--- src/rtl/mips_ctrl_pkg.sv ---
// Shared types and encodings for the multicycle MIPS control unit:
// state codes, opcode/funct values, ALU operation classes and mux selects.
package mips_ctrl_pkg;

  typedef enum logic [3:0] {
    ST_FETCH  = 4'd0,
    ST_DECODE = 4'd1,
    ST_MEMADR = 4'd2,
    ST_MEMRD  = 4'd3,
    ST_MEMWB  = 4'd4,
    ST_MEMWR  = 4'd5,
    ST_REX    = 4'd6,
    ST_RWB    = 4'd7,
    ST_IEX    = 4'd8,
    ST_IWB    = 4'd9,
    ST_BRANCH = 4'd10,
    ST_JUMP   = 4'd11,
    ST_JAL    = 4'd12,
    ST_JR     = 4'd13
  } stateT;

  typedef enum logic [3:0] {
    CL_ILLEGAL = 4'd0,
    CL_LW      = 4'd1,
    CL_SW      = 4'd2,
    CL_RTYPE   = 4'd3,
    CL_JR      = 4'd4,
    CL_ADDI    = 4'd5,
    CL_ORI     = 4'd6,
    CL_ANDI    = 4'd7,
    CL_LUI     = 4'd8,
    CL_BEQ     = 4'd9,
    CL_BNE     = 4'd10,
    CL_J       = 4'd11,
    CL_JAL     = 4'd12
  } instrClassT;

  localparam logic [5:0] OP_RTYPE = 6'h00;
  localparam logic [5:0] OP_J     = 6'h02;
  localparam logic [5:0] OP_JAL   = 6'h03;
  localparam logic [5:0] OP_BEQ   = 6'h04;
  localparam logic [5:0] OP_BNE   = 6'h05;
  localparam logic [5:0] OP_ADDI  = 6'h08;
  localparam logic [5:0] OP_ANDI  = 6'h0C;
  localparam logic [5:0] OP_ORI   = 6'h0D;
  localparam logic [5:0] OP_LUI   = 6'h0F;
  localparam logic [5:0] OP_LW    = 6'h23;
  localparam logic [5:0] OP_SW    = 6'h2B;
  localparam logic [5:0] FUNCT_JR = 6'h08;

  localparam logic [2:0] ALU_SUB   = 3'b001;
  localparam logic [2:0] ALU_AND   = 3'b010;
  localparam logic [2:0] ALU_ADD   = 3'b100;
  localparam logic [2:0] ALU_OR    = 3'b101;
  localparam logic [2:0] ALU_LUI   = 3'b110;
  localparam logic [2:0] ALU_FUNCT = 3'b111;

  localparam logic [1:0] REGDST_RT = 2'b00;
  localparam logic [1:0] REGDST_RD = 2'b01;
  localparam logic [1:0] REGDST_RA = 2'b10;

  localparam logic [1:0] WB_ALU = 2'b00;
  localparam logic [1:0] WB_MEM = 2'b01;
  localparam logic [1:0] WB_PC  = 2'b10;

  localparam logic [1:0] SRCB_REG   = 2'b00;
  localparam logic [1:0] SRCB_FOUR  = 2'b01;
  localparam logic [1:0] SRCB_IMM   = 2'b10;
  localparam logic [1:0] SRCB_IMMSH = 2'b11;

  localparam logic [1:0] PCSRC_ALU    = 2'b00;
  localparam logic [1:0] PCSRC_ALUOUT = 2'b01;
  localparam logic [1:0] PCSRC_JUMP   = 2'b10;
  localparam logic [1:0] PCSRC_REG    = 2'b11;

  typedef struct packed {
    logic       pcWrite;
    logic       pcWriteCondEQ;
    logic       pcWriteCondNE;
    logic       iorD;
    logic       memRead;
    logic       memWrite;
    logic       irWrite;
    logic       regWrite;
    logic       aluSrcA;
    logic       zeroExt;
    logic       illegal;
    logic [1:0] regDst;
    logic [1:0] memtoReg;
    logic [1:0] aluSrcB;
    logic [1:0] pcSrc;
    logic [2:0] aluOp;
  } ctrlT;

  // ALU class for the immediate-arithmetic group; ADD covers ADDI.
  function automatic logic [2:0] immAluOp(input instrClassT cls);
    logic [2:0] op;
    case (cls)
      CL_ORI:  op = ALU_OR;
      CL_ANDI: op = ALU_AND;
      CL_LUI:  op = ALU_LUI;
      default: op = ALU_ADD;
    endcase
    return op;
  endfunction

  function automatic logic immZeroExt(input instrClassT cls);
    return (cls == CL_ORI) || (cls == CL_ANDI);
  endfunction

endpackage

--- src/rtl/ctrl_opclass.sv ---
// Combinational opcode/funct classifier. JAL and JR fold into the illegal
// class when they are not enabled.
module ctrl_opclass
  import mips_ctrl_pkg::*;
#(
  parameter int unsigned EN_JALJR = 1
) (
  input  logic [5:0] OP,
  input  logic [5:0] Funct,
  output instrClassT instrClass,
  output logic       legal
);

  instrClassT rawClass;

  always_comb begin
    rawClass = CL_ILLEGAL;
    case (OP)
      OP_RTYPE: rawClass = (Funct == FUNCT_JR) ? CL_JR : CL_RTYPE;
      OP_LW:    rawClass = CL_LW;
      OP_SW:    rawClass = CL_SW;
      OP_ADDI:  rawClass = CL_ADDI;
      OP_ORI:   rawClass = CL_ORI;
      OP_ANDI:  rawClass = CL_ANDI;
      OP_LUI:   rawClass = CL_LUI;
      OP_BEQ:   rawClass = CL_BEQ;
      OP_BNE:   rawClass = CL_BNE;
      OP_J:     rawClass = CL_J;
      OP_JAL:   rawClass = CL_JAL;
      default:  rawClass = CL_ILLEGAL;
    endcase
  end

  always_comb begin
    instrClass = rawClass;
    if ((EN_JALJR == 0) && ((rawClass == CL_JAL) || (rawClass == CL_JR))) begin
      instrClass = CL_ILLEGAL;
    end
  end

  assign legal = (instrClass != CL_ILLEGAL);

endmodule

--- src/rtl/multicycle_control.sv ---
// Multicycle MIPS control FSM. Outputs are a Moore decode of the state
// register; memory-side strobes are qualified by MemReady when MEM_WAIT=1.
module multicycle_control
  import mips_ctrl_pkg::*;
#(
  parameter int unsigned MEM_WAIT = 0,
  parameter int unsigned EN_JALJR = 1
) (
  input  logic       clk,
  input  logic       reset,
  input  logic [5:0] OP,
  input  logic [5:0] Funct,
  input  logic       MemReady,
  output logic       PCWrite,
  output logic       PCWriteCondEQ,
  output logic       PCWriteCondNE,
  output logic       IorD,
  output logic       MemRead,
  output logic       MemWrite,
  output logic       IRWrite,
  output logic       RegWrite,
  output logic       ALUSrcA,
  output logic       ZeroExt,
  output logic [1:0] RegDst,
  output logic [1:0] MemtoReg,
  output logic [1:0] ALUSrcB,
  output logic [1:0] PCSrc,
  output logic [2:0] ALUOp,
  output logic [3:0] State,
  output logic       Illegal
);

  stateT      stateReg;
  instrClassT classReg;
  instrClassT opClass;
  logic       opLegal;
  logic       memOk;
  ctrlT       ctrl;

  ctrl_opclass #(
    .EN_JALJR(EN_JALJR)
  ) uOpclass (
    .OP        (OP),
    .Funct     (Funct),
    .instrClass(opClass),
    .legal     (opLegal)
  );

  assign memOk = (MEM_WAIT == 0) || MemReady;

  // Instruction class is captured in DECODE so later states do not depend
  // on OP staying stable beyond the decode cycle.
  always_ff @(posedge clk or posedge reset) begin
    if (reset) begin
      stateReg <= ST_FETCH;
      classReg <= CL_ILLEGAL;
    end else begin
      case (stateReg)
        ST_FETCH: begin
          if (memOk) stateReg <= ST_DECODE;
        end
        ST_DECODE: begin
          classReg <= opClass;
          case (opClass)
            CL_LW, CL_SW:                      stateReg <= ST_MEMADR;
            CL_RTYPE:                          stateReg <= ST_REX;
            CL_JR:                             stateReg <= ST_JR;
            CL_ADDI, CL_ORI, CL_ANDI, CL_LUI:  stateReg <= ST_IEX;
            CL_BEQ, CL_BNE:                    stateReg <= ST_BRANCH;
            CL_J:                              stateReg <= ST_JUMP;
            CL_JAL:                            stateReg <= ST_JAL;
            default:                           stateReg <= ST_FETCH;
          endcase
        end
        ST_MEMADR: stateReg <= (classReg == CL_SW) ? ST_MEMWR : ST_MEMRD;
        ST_MEMRD: begin
          if (memOk) stateReg <= ST_MEMWB;
        end
        ST_MEMWR: begin
          if (memOk) stateReg <= ST_FETCH;
        end
        ST_REX:  stateReg <= ST_RWB;
        ST_IEX:  stateReg <= ST_IWB;
        default: stateReg <= ST_FETCH;
      endcase
    end
  end

  always_comb begin
    ctrl = '0;
    case (stateReg)
      ST_FETCH: begin
        ctrl.memRead = 1'b1;
        ctrl.aluSrcB = SRCB_FOUR;
        ctrl.aluOp   = ALU_ADD;
        ctrl.pcSrc   = PCSRC_ALU;
        ctrl.irWrite = memOk;
        ctrl.pcWrite = memOk;
      end
      ST_DECODE: begin
        ctrl.aluSrcB = SRCB_IMMSH;
        ctrl.aluOp   = ALU_ADD;
        ctrl.illegal = !opLegal;
      end
      ST_MEMADR: begin
        ctrl.aluSrcA = 1'b1;
        ctrl.aluSrcB = SRCB_IMM;
        ctrl.aluOp   = ALU_ADD;
      end
      ST_MEMRD: begin
        ctrl.memRead = 1'b1;
        ctrl.iorD    = 1'b1;
      end
      ST_MEMWB: begin
        ctrl.regWrite = 1'b1;
        ctrl.regDst   = REGDST_RT;
        ctrl.memtoReg = WB_MEM;
      end
      ST_MEMWR: begin
        ctrl.memWrite = memOk;
        ctrl.iorD     = 1'b1;
      end
      ST_REX: begin
        ctrl.aluSrcA = 1'b1;
        ctrl.aluSrcB = SRCB_REG;
        ctrl.aluOp   = ALU_FUNCT;
      end
      ST_RWB: begin
        ctrl.regWrite = 1'b1;
        ctrl.regDst   = REGDST_RD;
        ctrl.memtoReg = WB_ALU;
      end
      ST_IEX: begin
        ctrl.aluSrcA = 1'b1;
        ctrl.aluSrcB = SRCB_IMM;
        ctrl.aluOp   = immAluOp(classReg);
        ctrl.zeroExt = immZeroExt(classReg);
      end
      ST_IWB: begin
        ctrl.regWrite = 1'b1;
        ctrl.regDst   = REGDST_RT;
        ctrl.memtoReg = WB_ALU;
      end
      ST_BRANCH: begin
        ctrl.aluSrcA       = 1'b1;
        ctrl.aluSrcB       = SRCB_REG;
        ctrl.aluOp         = ALU_SUB;
        ctrl.pcSrc         = PCSRC_ALUOUT;
        ctrl.pcWriteCondEQ = (classReg == CL_BEQ);
        ctrl.pcWriteCondNE = (classReg == CL_BNE);
      end
      ST_JUMP: begin
        ctrl.pcWrite = 1'b1;
        ctrl.pcSrc   = PCSRC_JUMP;
      end
      ST_JAL: begin
        ctrl.pcWrite  = 1'b1;
        ctrl.pcSrc    = PCSRC_JUMP;
        ctrl.regWrite = 1'b1;
        ctrl.regDst   = REGDST_RA;
        ctrl.memtoReg = WB_PC;
      end
      ST_JR: begin
        ctrl.pcWrite = 1'b1;
        ctrl.pcSrc   = PCSRC_REG;
      end
      default: ;
    endcase
    // Nothing may strobe while reset is held, even before the flop settles.
    if (reset) ctrl = '0;
  end

  assign PCWrite       = ctrl.pcWrite;
  assign PCWriteCondEQ = ctrl.pcWriteCondEQ;
  assign PCWriteCondNE = ctrl.pcWriteCondNE;
  assign IorD          = ctrl.iorD;
  assign MemRead       = ctrl.memRead;
  assign MemWrite      = ctrl.memWrite;
  assign IRWrite       = ctrl.irWrite;
  assign RegWrite      = ctrl.regWrite;
  assign ALUSrcA       = ctrl.aluSrcA;
  assign ZeroExt       = ctrl.zeroExt;
  assign Illegal       = ctrl.illegal;
  assign RegDst        = ctrl.regDst;
  assign MemtoReg      = ctrl.memtoReg;
  assign ALUSrcB       = ctrl.aluSrcB;
  assign PCSrc         = ctrl.pcSrc;
  assign ALUOp         = ctrl.aluOp;
  assign State         = stateReg;

endmodule

--- config.mk ---
export PLATFORM = sky130hd
export DESIGN_NAME = multicycle_control
export DESIGN_NICKNAME = d
export VERILOG_FILES = /design/src/rtl/mips_ctrl_pkg.sv /design/src/rtl/ctrl_opclass.sv /design/src/rtl/multicycle_control.sv
export SDC_FILE = /design/constraint.sdc
export NUM_CORES = 1
export LEC_CHECK = 0
export ABC_AREA = 1
export CELL_PAD_IN_SITES_DETAIL_PLACEMENT = 1
export CELL_PAD_IN_SITES_GLOBAL_PLACEMENT = 2
export CORE_MARGIN = 5
export CORE_UTILIZATION = 20
export CTS_BUF_LIST = sky130_fd_sc_hd__clkbuf_2
export CTS_CLUSTER_SIZE = 12
export DETAILED_ROUTE_END_ITERATION = 6
export GPL_ROUTABILITY_DRIVEN = 0
export PLACE_DENSITY = 0.82
export REMOVE_ABC_BUFFERS = 1
export SLEW_MARGIN = 20
export SYNTH_ARGS = -nofsm -noshare
export SYNTH_HDL_FRONTEND = slang
export SYNTH_HIERARCHICAL = 1
export SYNTH_SLANG_ARGS = --single-unit
--- constraint.sdc ---
create_clock -name clk -period 1.55 [get_ports clk]
set_clock_uncertainty 0.1 [all_clocks]
set_input_delay 0.155 -clock clk [delete_from_list [all_inputs] [get_ports clk]]
set_output_delay 0.155 -clock clk [all_outputs]
set_load 0.02 [all_outputs]
# Yosys cells after proc, flatten, opt, wreduce, memory -nomap -nowiden
# Memories as Yosys holds them, arrays and structs flattened.
# Cells that the tools add are included.
[totals] regBits=8 mem_bits_ro=64 output_inout_bits=26 wordCells=66 n_memories=1
[classes] eq_ne=30 mux=20 n_reduce_logical=13
[mem_list] memory="(name not given)" words=16 width=4 read_ports=1 rd_ports_with_merged_regs=0 write_ports=0 line_no="multicycle_control.sv:64" text="case (opClass)"
[ops] op="one-hot mux 4 bit (11 select lines)" n=1
[ops] op="equality test 4 bit, second input constant" n=9
[ops] op="equality test 6 x 4 -> 1 bit, second input constant" n=5
[ops] op="equality test 4 x 3 -> 1 bit, second input constant" n=6
[ops] op="one-hot mux 4 bit (6 select lines)" n=1
[ops] op="two-way mux 22 bit" n=1
[ops] op="equality test 4 x 2 -> 1 bit, second input constant" n=3
[ops] op="equality test 6 x 2 -> 1 bit, second input constant" n=2
[ops] op="equality test 6 x 3 -> 1 bit, second input constant" n=2
[ops] op="equality test 6 bit, second input constant" n=2
[ops] op="one-hot mux 2 bit (3 select lines)" n=2
[ops] op="one-hot mux 3 bit (4 select lines)" n=1
[ops] op="one-hot mux 4 bit (3 select lines)" n=1
[ops] op="OR reduction 4 bit" n=3
[ops] op="two-way mux 1 bit" n=9
[ops] op="one-hot mux 3 bit (3 select lines)" n=1
[ops] op="OR reduction 2 bit" n=4
[ops] op="zero test 6 bit" n=1
[ops] op="two-way mux 3 bit" n=2
[ops] op="equality test 4 x 1 -> 1 bit, second input constant" n=1
[ops] op="zero test 4 bit" n=1
[ops] op="nonzero test 4 bit" n=1
[ops] op="OR reduction 3 bit" n=1
[ops] op="two-way mux 2 bit" n=1
[ops] op="2 further kinds" n=2

# Logic depth before layout (Yosys ltp)
[depth] word_depth=7 depth_mapped=11 depth_no_buf=11

# Hierarchy
# The synthesis kept the hierarchy.
[modules_own_cells] module="multicycle_control" instances=1 cells_per_inst=129 area_each_um2=734.5 seq_area_each_um2=200.2
[modules_own_cells] module="ctrl_opclass" instances=1 cells_per_inst=61 area_each_um2=269.0 seq_area_each_um2=0.0

# Least setup slack after synthesis
# Ideal clock, no wire load.
[synth_path] path_kind="register -> output" startpoint="register stateReg[3] (netlist: State[3])" endpoint="output RegDst[1]" t_arrival_ns=1.493 t_required_ns=1.295 slack_ns=-0.198 path_stages_with_launch=4 n_path_buf=1 path_cell_list="dfrtp_1 nand2_1 nor3_1 buf_4"
[synth_via] elab_chain_len=3 elab_cells_between_ends=5 cone_classes="3 x eq/ne; 2 x mux"
[synth_lines] item="from (decl)" line_no="multicycle_control.sv:33" text="stateT stateReg;"
[synth_lines] item="from (signal assigned)" line_no="multicycle_control.sv:75" text="ST_MEMADR: stateReg <= (classReg == CL_SW) ? ST_MEMWR : ST_MEMRD;"
[synth_lines] item="equality test 4 bit / equality test 4 x 3 -> 1 bit (equally long branches)" line_no="multicycle_control.sv:91" text="case (stateReg)"
[synth_lines] item="one-hot mux 4 bit (3 select lines) (*)" line_no="multicycle_control.sv:91"
[synth_lines] item="two-way mux 22 bit (*)" line_no="multicycle_control.sv:170" text="if (reset) ctrl = '0;"
[synth_lines] item="to (decl)" line_no="multicycle_control.sv:24" text="output logic [1:0] RegDst,"
# Every way passes the cells marked *; elsewhere a longest branch is shown, timed or not.

# Worst setup path after layout
[layout_path] startpoint="register stateReg[3] (netlist: State[3])" endpoint="output ALUSrcA"
[layout_via] elab_chain_len=4 elab_cells_between_ends=7 cone_classes="4 x eq/ne; 2 x mux; 1 x reduce/logical"
[layout_lines] item="equality test 4 bit, or another cell as far along" line_no="multicycle_control.sv:91"
[layout_lines] item="OR reduction 4 bit (no source line) (*)"
[layout_lines] item="two-way mux 1 bit (*)" line_no="multicycle_control.sv:91"
[layout_lines] item="two-way mux 22 bit (*)" line_no="multicycle_control.sv:170"
[layout_lines] item="to (decl)" line_no="multicycle_control.sv:22" text="output logic ALUSrcA,"
# Marks and branches as above.

==> results.py <==
metrics = {
    "critical_path": {
        "r2r-start": "State[3]",
        "cp.required_ns": 1.29,
        "cpPeakStageDelay_ns": 0.46,
        "crit_path_end_kind": "output pin",
        "worstPathMaxFanout": 3,
        "setup.worst_path.start_class": "register",
        "crit_chain": "buf_4, inv_1, nand2_2, a21oi_1, nor2_1, nor2_1, buf_4",
        "arrival_ns": 1.58,
        "ff2ff_setup_slack_ns": 0.05,
        "cp_slowest_cell": "dfrtp_2",
        "r2r_cells": 7,
        "rr_endpoint": "State[3]",
        "crit_type": "register to output pin",
    },
    "clock_network": {
        "htreeDepth": 1,
        "clk-insertion-delay-late_ns": 0.25,
        "cts_sinks": 8,
        "cts_buffers": 3,
        "clkTransAtPathRegs_ns": 0.08,
        "clock_path_buffers": 2,
        "root_buffer": "clkbuf_2",
        "cts_hold_buf": 0,
        "cts_tree": "yes",
    },
    "synthesis": {
        "synth_seq_cells": 8,
        "synth_compound_area_share_pct": 9.975,
        "synth_fa_ha_area_share_pct": 0,
        "seq_area_frac_synth_pct": 19.95,
        "yosysWarnings": 6,
        "synth_top_area_share_pct": 19.95,
        "synth_top_family_by_area": "simple AND/OR/NAND/NOR gates",
        "netlist_instances": 190,
        "synth_simple_gate_area_share_pct": 54.99,
        "yosysTopAreaCell": "dfrtp_1",
        "synth_area_sq_um": 1003,
        "synth.avg_cell_area_sq_um": 5.281,
        "synth_xor_area_share_pct": 0,
        "synthMuxAreaShare_pct": 0,
        "ys_top_cells_by_area": "dfrtp_1 (20%), nand2_1 (20%), nor2_1 (15%)",
        "ys_types": 20,
    },
    "power_and_ir_drop": {
        "p_per_area_nw_per_um2": 1526,
        "internal-power_mw": 1.664,
        "clkPwrFrac_pct": 3.9,
        "p_comb_share_pct": 82.7,
        "switching_share_pct": 50.61,
        "p_leak_nw": 1.120,
        "seqPwrFrac_pct": 13.4,
        "ir_worst_vdd_mv": 0.5115,
        "total_power_mw": 3.369,
        "p_sw_mw": 1.705,
    },
    "floorplan": {
        "io_pins": 41,
        "die-area_sq_um": 6533,
        "rows": 25,
        "die_h_um": 80.83,
        "core_sq_um": 4786,
        "die_w_um": 80.83,
        "initial_utilization_pct": 20.97,
    },
    "global_routing": {
        "antenna_found_initial": 0,
        "grt_pass1_wl_mm": 6.872,
        "grt_use_total_pct": 12.98,
        "globalRouteOverflowTotal": 0,
        "grt_pass1_vias": 1544,
        "grt_max_degree": 11,
    },
    "route": {
        "viasPerCell": 4.427,
        "drt_iter0_markers": 29,
        "routedWlPerCell_um": 14.06,
        "vias": 1567,
        "ant_nets": 0,
        "drc": 0,
        "drt_wl_total_mm": 4.978,
        "drt_pre_antenna_iters": 4,
    },
    "min_path": {
        "worstHoldStart": "OP[0]",
        "min_path_type": "input pin to register",
        "hold_path_depth": 6,
        "holdPathEnd": "classReg[0]",
    },
    "cells_and_area": {
        "num_antenna_cells": 0,
        "seq_area_sq_um": 205.2,
        "layout_commonest_cell": "buf_4",
        "area_growth_pct": 120.1,
        "nets": 304,
        "fill_cells": 623,
        "layout-drive-gt1-share_pct": 58.89,
        "mostFrequentLayoutCells": "buf_4 (62), nand2_1 (33), nor2_1 (25)",
        "multi_input_area_sq_um": 953.4,
    },
    "placed_design": {
        "dp_hpwl_mm": 3.336,
        "place_ws_ns": -0.7017,
        "port_buffers": 39,
    },
    "sta": {
        "whs_ns": 0.4029,
        "finalSetupViolations": 22,
        "finalHoldViolCount": 0,
        "worstMarginPinSlew_ns": 0.2637,
        "finalWorstSetupSlack_ns": -0.2865,
        "rsz0062_at_grt": "yes",
        "min_period_ns": 1.836,
        "drv_slew": 0,
        "fmax_ghz": 0.5445,
        "slew-limit-headroom_pct": 82.28,
        "finalCritPeriodShare_pct": 118.5,
    },
    "run_status": {
        "violations": "setup timing",
        "status": "complete, but fails checks",
    },
    "job": {
        "drv_cap": 0,
    },
}
## logic make-up (layout without fill, tap and decap cells)
logic type	after synthesis	in the layout
buffers and inverters	35	131
DFF	8	8
and+or+nand+nor	128	129
AOI/OAI and AO/OA	19	19
## worst max-delay path: cells and delay by family (launching register included)
kind | cells | cell delay, ns
buffers and inverters | 3 | 0.37
flip-flops | 1 | 0.46
AO/OA/AOI/OAI | 1 | 0.26
AND/OR/NAND/NOR | 3 | 0.24
## what timing repair did
item                                    4_1_cts  5_1_grt
endpoints found under the hold margin         0        0
endpoints found under the setup margin       33       27
pin swaps                                     6       23
buffers inserted                              1        9
cloned                                        1        0
resized for setup                           157       97
## metrics by stage
stage	std cells	TNS, ns	cell area, sq um	utilization [%]
floorplan	185	-0.9754	964.7	-
CTS	345	-1.926	1857	38.80
global placement	340	-11.82	1807	37.75
detailed placement	340	-12.33	1807	37.75
finish	354	-3.172	2208	46.14
global route	354	-4.819	2208	46.14
## final cells by class
type                       count  area share [%]
timing repair buffer          98           37.62
clock buffer                   3          0.6799
multi-input combinational    148           43.17
tap                           67           3.796
sequential                     8           9.292
inverter                      30           5.439
## flip-flops by register name, indices dropped and copies added, names as in the netlist
register / flops
State: 4
classReg: 4
## synthesized netlist by cell type
library cell and number:
o21ai_0 6, a21oi_1 9, nor4_1 1, inv_2 4
nand2_2 2, buf_6 2, nor2_4 3, nand3_1 22
a31oi_1 2, o31ai_1 1, o21ai_1 1, dfrtp_1 8
nand2_1 53, clkbuf_1 1, buf_4 1, nor3_1 5
nor2_2 3, inv_1 26, buf_2 1, nor2_1 39
## how the worst max path moves through the flow
stage                  start          end
global placement       OP[3]      Illegal
detailed placement     OP[3]      Illegal
finish              State[3]      ALUSrcA
CTS                 State[3]   ALUSrcB[1]
floorplan           State[3]  MemtoReg[1]
global route        State[3]      ALUSrcA
## power groups by stage
stage	combinational [mW]	sequential (mW)	clock, mW
floorplan	0.815	0.453	0
CTS	2.20	0.430	0.124
global route	3.01	0.470	0.142
finish	2.79	0.452	0.130
global placement	2.06	0.409	0
detailed placement	2.09	0.409	0
## routing by layer
layer  track usage (%)  vias up  part of all wire [%]
met4             4.054        0                   2.9
met3            0.5543       14                   2.6
li1                  -      788                     -
met5                 0        -                     0
met1             16.81      730                    40
met2             23.07       35                    54
(Power assumes the default switching activity.)
